<file path="src/rtl/sort_pkg.sv">
// Shared definitions for the sequential sorter: state codes, mode codes,
// the slot record and the "must follow" ordering rule.
package sort_pkg;

    localparam logic [1:0] ST_IDLE = 2'd0;
    localparam logic [1:0] ST_LOAD = 2'd1;
    localparam logic [1:0] ST_SORT = 2'd2;
    localparam logic [1:0] ST_OUT  = 2'd3;

    localparam logic MODE_ASC  = 1'b0;
    localparam logic MODE_DESC = 1'b1;

    // Fields are held at a generous fixed width so one rule serves any instance.
    typedef struct packed {
        logic        valid;
        logic [31:0] weight;
        logic [31:0] character;
    } slot_t;

    // True when a must be placed after b.
    function automatic logic must_follow(logic mode, slot_t a, slot_t b);
        logic res;
        if (a.valid != b.valid)
            res = b.valid;
        else if (!a.valid)
            res = 1'b0;
        else if (a.weight != b.weight)
            res = (mode == MODE_ASC) ? (a.weight > b.weight) : (a.weight < b.weight);
        else
            res = (a.character > b.character);
        return res;
    endfunction

endpackage

</file>
<file path="src/rtl/sort_cmp_swap.sv">
// Combinational compare/exchange of one adjacent slot pair; lo is the lower
// slot index, hi the higher one.
module sort_cmp_swap
    import sort_pkg::*;
#(
    parameter int W_WEIGHT = 5,
    parameter int W_CHAR   = 4
) (
    input  logic                mode,
    input  logic                lo_valid,
    input  logic [W_WEIGHT-1:0] lo_weight,
    input  logic [W_CHAR-1:0]   lo_character,
    input  logic                hi_valid,
    input  logic [W_WEIGHT-1:0] hi_weight,
    input  logic [W_CHAR-1:0]   hi_character,
    output logic                lo_valid_nxt,
    output logic [W_WEIGHT-1:0] lo_weight_nxt,
    output logic [W_CHAR-1:0]   lo_character_nxt,
    output logic                hi_valid_nxt,
    output logic [W_WEIGHT-1:0] hi_weight_nxt,
    output logic [W_CHAR-1:0]   hi_character_nxt,
    output logic                swapped
);

    slot_t sa, sb;

    always_comb begin
        sa           = '0;
        sa.valid     = lo_valid;
        sa.weight    = 32'(lo_weight);
        sa.character = 32'(lo_character);
        sb           = '0;
        sb.valid     = hi_valid;
        sb.weight    = 32'(hi_weight);
        sb.character = 32'(hi_character);
        swapped      = must_follow(mode, sa, sb);
    end

    assign lo_valid_nxt     = swapped ? hi_valid     : lo_valid;
    assign lo_weight_nxt    = swapped ? hi_weight    : lo_weight;
    assign lo_character_nxt = swapped ? hi_character : lo_character;
    assign hi_valid_nxt     = swapped ? lo_valid     : hi_valid;
    assign hi_weight_nxt    = swapped ? lo_weight    : hi_weight;
    assign hi_character_nxt = swapped ? lo_character : hi_character;

endmodule

</file>
<file path="src/rtl/sort_engine_seq.sv">
// Burst loader plus odd-even transposition sorter, one phase per clock with
// early exit once two consecutive phases see no exchange.
module sort_engine_seq
    import sort_pkg::*;
#(
    parameter int N        = 8,
    parameter int W_WEIGHT = 5,
    parameter int W_CHAR   = 4,
    parameter int W_CNT    = $clog2(N+1)
) (
    input  logic                  clk,
    input  logic                  rst,
    input  logic                  in_valid,
    input  logic                  in_mode,
    input  logic [W_WEIGHT-1:0]   in_weight,
    input  logic [W_CHAR-1:0]     in_character,
    output logic                  out_valid,
    output logic [N*W_CHAR-1:0]   out_character,
    output logic [N*W_WEIGHT-1:0] out_weight,
    output logic [W_CNT-1:0]      out_count,
    output logic                  busy
);

    logic [1:0]          state;
    logic                mode_q;
    logic [W_CNT-1:0]    count;
    logic [W_CNT-1:0]    phase;
    logic                prev_swap;

    logic [N-1:0]        slot_vld;
    logic [W_WEIGHT-1:0] slot_w [N];
    logic [W_CHAR-1:0]   slot_c [N];

    logic                ev_v [N];
    logic [W_WEIGHT-1:0] ev_w [N];
    logic [W_CHAR-1:0]   ev_c [N];
    logic                ev_swp [N];
    logic                od_v [N];
    logic [W_WEIGHT-1:0] od_w [N];
    logic [W_CHAR-1:0]   od_c [N];
    logic                od_swp [N];

    logic                nxt_v [N];
    logic [W_WEIGHT-1:0] nxt_w [N];
    logic [W_CHAR-1:0]   nxt_c [N];
    logic                phase_swap;
    logic                sort_done;
    logic                sort_step;

    // Even phase: pairs (0,1),(2,3),...
    for (genvar i = 0; i < N/2; i++) begin : g_even
        sort_cmp_swap #(.W_WEIGHT(W_WEIGHT), .W_CHAR(W_CHAR)) u_cs (
            .mode             (mode_q),
            .lo_valid         (slot_vld[2*i]),
            .lo_weight        (slot_w[2*i]),
            .lo_character     (slot_c[2*i]),
            .hi_valid         (slot_vld[2*i+1]),
            .hi_weight        (slot_w[2*i+1]),
            .hi_character     (slot_c[2*i+1]),
            .lo_valid_nxt     (ev_v[2*i]),
            .lo_weight_nxt    (ev_w[2*i]),
            .lo_character_nxt (ev_c[2*i]),
            .hi_valid_nxt     (ev_v[2*i+1]),
            .hi_weight_nxt    (ev_w[2*i+1]),
            .hi_character_nxt (ev_c[2*i+1]),
            .swapped          (ev_swp[i])
        );
    end
    for (genvar i = N/2; i < N; i++) begin : g_even_nc
        assign ev_swp[i] = 1'b0;
    end
    if (N % 2 == 1) begin : g_even_tail
        assign ev_v[N-1] = slot_vld[N-1];
        assign ev_w[N-1] = slot_w[N-1];
        assign ev_c[N-1] = slot_c[N-1];
    end

    // Odd phase: pairs (1,2),(3,4),...; slot 0 always passes through.
    assign od_v[0] = slot_vld[0];
    assign od_w[0] = slot_w[0];
    assign od_c[0] = slot_c[0];
    for (genvar i = 0; i < (N-1)/2; i++) begin : g_odd
        sort_cmp_swap #(.W_WEIGHT(W_WEIGHT), .W_CHAR(W_CHAR)) u_cs (
            .mode             (mode_q),
            .lo_valid         (slot_vld[2*i+1]),
            .lo_weight        (slot_w[2*i+1]),
            .lo_character     (slot_c[2*i+1]),
            .hi_valid         (slot_vld[2*i+2]),
            .hi_weight        (slot_w[2*i+2]),
            .hi_character     (slot_c[2*i+2]),
            .lo_valid_nxt     (od_v[2*i+1]),
            .lo_weight_nxt    (od_w[2*i+1]),
            .lo_character_nxt (od_c[2*i+1]),
            .hi_valid_nxt     (od_v[2*i+2]),
            .hi_weight_nxt    (od_w[2*i+2]),
            .hi_character_nxt (od_c[2*i+2]),
            .swapped          (od_swp[i])
        );
    end
    for (genvar i = (N-1)/2; i < N; i++) begin : g_odd_nc
        assign od_swp[i] = 1'b0;
    end
    if (N % 2 == 0) begin : g_odd_tail
        assign od_v[N-1] = slot_vld[N-1];
        assign od_w[N-1] = slot_w[N-1];
        assign od_c[N-1] = slot_c[N-1];
    end

    always_comb begin
        phase_swap = 1'b0;
        for (int i = 0; i < N; i++) begin
            nxt_v[i]   = phase[0] ? od_v[i] : ev_v[i];
            nxt_w[i]   = phase[0] ? od_w[i] : ev_w[i];
            nxt_c[i]   = phase[0] ? od_c[i] : ev_c[i];
            phase_swap = phase_swap | (phase[0] ? od_swp[i] : ev_swp[i]);
        end
    end

    // The cycle after a short burst's last word is already phase 0, so the
    // LOAD state with in_valid low sorts too.
    assign sort_step = (state == ST_SORT) || (state == ST_LOAD && !in_valid);
    assign sort_done = (phase == W_CNT'(N-1)) ||
                       ((phase != '0) && !phase_swap && !prev_swap);

    always_ff @(posedge clk) begin
        if (rst) begin
            state     <= ST_IDLE;
            mode_q    <= MODE_ASC;
            count     <= '0;
            phase     <= '0;
            prev_swap <= 1'b0;
            slot_vld  <= '0;
        end else begin
            case (state)
                ST_IDLE: begin
                    if (in_valid) begin
                        slot_w[0]   <= in_weight;
                        slot_c[0]   <= in_character;
                        slot_vld[0] <= 1'b1;
                        mode_q      <= in_mode;
                        count       <= W_CNT'(1);
                        phase       <= '0;
                        prev_swap   <= 1'b0;
                        state       <= ST_LOAD;
                    end
                end
                ST_LOAD: begin
                    if (in_valid) begin
                        for (int i = 0; i < N; i++) begin
                            if (count == W_CNT'(i)) begin
                                slot_w[i]   <= in_weight;
                                slot_c[i]   <= in_character;
                                slot_vld[i] <= 1'b1;
                            end
                        end
                        count <= count + W_CNT'(1);
                        if (count == W_CNT'(N-1))
                            state <= ST_SORT;
                    end
                end
                ST_OUT: begin
                    slot_vld <= '0;
                    state    <= ST_IDLE;
                end
                default: ;
            endcase

            if (sort_step) begin
                for (int i = 0; i < N; i++) begin
                    slot_vld[i] <= nxt_v[i];
                    slot_w[i]   <= nxt_w[i];
                    slot_c[i]   <= nxt_c[i];
                end
                prev_swap <= phase_swap;
                phase     <= phase + W_CNT'(1);
                state     <= sort_done ? ST_OUT : ST_SORT;
            end
        end
    end

    always_comb begin
        out_valid     = (state == ST_OUT);
        busy          = (state == ST_SORT) || (state == ST_OUT);
        out_count     = out_valid ? count : '0;
        out_character = '0;
        out_weight    = '0;
        for (int i = 0; i < N; i++) begin
            if (out_valid && slot_vld[i]) begin
                out_character[i*W_CHAR +: W_CHAR]       = slot_c[i];
                out_weight[i*W_WEIGHT +: W_WEIGHT]      = slot_w[i];
            end
        end
    end

endmodule

</file>
<file path="config.mk">
export PLATFORM = sky130hd
export DESIGN_NAME = sort_engine_seq
export DESIGN_NICKNAME = d
export VERILOG_FILES = /design/src/rtl/sort_pkg.sv /design/src/rtl/sort_cmp_swap.sv /design/src/rtl/sort_engine_seq.sv
export SDC_FILE = /design/constraint.sdc
export NUM_CORES = 1
export LEC_CHECK = 0
export ABC_AREA = 1
export BUFFER_PORTS_ARGS = -buffer_cell sky130_fd_sc_hd__buf_2
export CORE_MARGIN = 2
export CORE_UTILIZATION = 40
export CTS_CLUSTER_SIZE = 14
export DETAILED_ROUTE_END_ITERATION = 7
export SLEW_MARGIN = 10
export SYNTH_ARGS = -nofsm -noshare
export SYNTH_HDL_FRONTEND = slang
export SYNTH_SLANG_ARGS = --single-unit
</file>
<file path="constraint.sdc">
create_clock -name clk -period 6.6 [get_ports clk]
set_input_delay 1.32 -clock clk [delete_from_list [all_inputs] [get_ports clk]]
set_output_delay 1.32 -clock clk [all_outputs]
set_load 0.02 [all_outputs]
</file>
==> flow_summary.toml <==
[logic_synthesis]
synthFlopType = "edfxtp_1"
syn_avg_cell_area_um2 = 7.67
synth_cells = 914
yosysSeqAreaShare_pct = 36.6
synth.cell_area_mm2 = 0.00701
synth_edf_count = 72
synth_cell_types = 38
ys_async_sr_fraction_pct = 0
ys_warn_count = 0
ys_ff_latch = 92
synth_nets = 1000

[timing]
max_slew_margin_pct = 25.8
clock.fmax_mhz = 211
setup_tns_ps = 0
rsz0062_at_grt = "false"
fin_crit_ps = 4730
tightest_slew_ps = 1110
fin_crit_sh_pct = 71.7
skew_ps = 10.6
hold_violations = 0
finalSetupViolCount = 0
drv_slew = 0

[global_routing]
track_usage_pct = 23.1
first_global_vias = 6090
grt_start_max_net_pins = 50
overflow = 0
antenna_found_initial = 0
grt_pass1_wl_mm = 33.0

[cells_and_area]
layout_commonest_cell = "nand2_1"
final_cell_mix = "nand2_1, inv_1, nor2_1"
drive_above_1_share_pct = 15.6
area_delta_synth_final_pct = 13.4
antenna_cells = 0
final_nets = 1085

[detailed_routing]
viasPerCell = 5.28
drc_errors = 0
drtIter0Drc = 683
first_pass_iters = 5
drt.antenna.violating_nets = 0
routed_wirelength_mm = 21.0
wl_per_cell_um = 17.1
vias = 6489

[cts]
cts_buffers = 9
cts_root_buf = "clkbuf_16"
htree_levels = 3
post_cts_buffers = 0
clk_path_buf_depth = 2
clk_latency_ps = 360
hold_buffers = 0
clkTransAtPathRegs_ps = 70
cts_tree = "yes"
numClockSinks = 92
post_cts_resize_count = 0

[die]
die_h_um = 136
die_x_um = 136
initial_core_util_pct = 40.7
dieArea_mm2 = 0.0186
top_level_ports = 91
num_rows = 48
core_mm2 = 0.0172

[placed_design]
gp_congestion = 0.952
numPortBuffers = 90
dp_hpwl_mm = 16.3

[worst_setup_path]
worstSetupPathType = "in2reg"
critPathArrivalTime_ps = 4710
cp_max_fo = 31
endpoint_kind = "register"
cp.required_ps = 6570
cp-start-kind = "primary input"

[power_and_ir_drop]
p_per_area_mw_per_mm2 = 319
power.total_uw = 2530
ir_worst_vdd_v = 0.000160
p_leak_uw = 0.00388

[flow_run]
maxCapViolCount = 0

[run_status]
status = "finished clean"

[worst_hold_path]
min_path_type = "reg2reg"
-- flip-flops by register name (all words and copies together) (netlist names) --
name,cells
count,4
mode_q,1
phase,4
prev_swap,1
slot_c,32
slot_vld,8
slot_w,40
state,2
-- cell usage after synthesis, types with 2 or more instances --
library cell / number / share of area, %
nand4_1: 7 / 0.62
inv_2: 9 / 0.48
buf_4: 2 / 0.21
nand3_1: 27 / 1.9
nor2_2: 4 / 0.36
buf_6: 4 / 0.64
o221ai_1: 13 / 1.6
edfxtp_1: 72 / 31
nor3_1: 6 / 0.43
a31oi_1: 13 / 1.2
o21ai_0: 41 / 2.9
nand2_1: 211 / 11
clkbuf_1: 12 / 0.64
o221ai_2: 20 / 4.3
buf_2: 4 / 0.29
nor2_1: 129 / 6.9
ha_1: 73 / 13
dfxtp_1: 20 / 5.7
nor2_4: 2 / 0.32
inv_1: 146 / 7.8
a32o_1: 9 / 1.3
nand2_2: 5 / 0.45
o21bai_1: 2 / 0.21
a21oi_1: 69 / 4.9
-- metrics by stage --
step	cell area (µm²)	utilization (%)	hold slack (ps)	instances	setup WS (ps)
4_1_cts	7950	46.1	499	1229	1890
2_1_floorplan	7010	-	450	914	2910
3_3_place_gp	7670	44.5	474	1213	1650
5_1_grt	7950	46.1	532	1229	1640
6_report	7950	46.1	495	1229	1870
3_5_place_dp	7670	44.5	477	1213	1530
-- kinds of logic after synthesis --
kind of cell               Yosys count  share of synthesized area (%)
adders and majority gates           73                           13.0
AOI/OAI and AO/OA                  173                           17.1
DFF                                 92                           36.6
and+or+nand+nor                    397                           23.1
buffers and inverters              179                           10.2
-- layer usage --
| metal | routed length [µm] | track usage [%] | vias up |
|---|---|---|---|
| met3 | 1210 | 2.09 | 26 |
| li1 | - | - | 3232 |
| met2 | 9740 | 37.9 | 203 |
| met1 | 9650 | 32.3 | 3028 |
| met5 | 0 | 0 | - |
| met4 | 387 | 7.00 | 0 |
-- power by group --
group	switching [µW]	total [µW]	internal (µW)	leakage, µW
clock network	240	497	257	0.000131
logic	778	1140	361	0.00292
registers	109	898	789	0.000829
-- critical path, cell delays in order --
cell and delay, ps:
buf_2 110, inv_1 60, a21oi_2 330, nor2_1 70, buf_4 210, clkinv_1 120, nand4_4 270, inv_2 560
nor2_4 70, inv_2 560, a21oi_1 160, nor4_2 850
-- path summary, 6_finish.rpt --
| kind | startpoint | end | slack, ps | depth (start not counted) |
|---|---|---|---|---|
| worst max-delay path | in_valid | slot_w[1][4] | 1870 | 12 |
| worst min-delay path | phase[3] | phase[3] | 490 | 2 |
| worst max register to register | state[1] | slot_w[1][4] | 2300 | 12 |
| worst min register to register | phase[3] | phase[3] | 490 | 2 |
-- final cells by class --
class                      count  area, µm²
timing repair buffer          97        503
multi-input combinational    643       3740
fill                        1751       9290
sequential                    92       2560
inverter                     156        586
clock inverter                 7       52.6
clock buffer                   9        225
tap                          225        282
(Power assumes the default switching activity.)
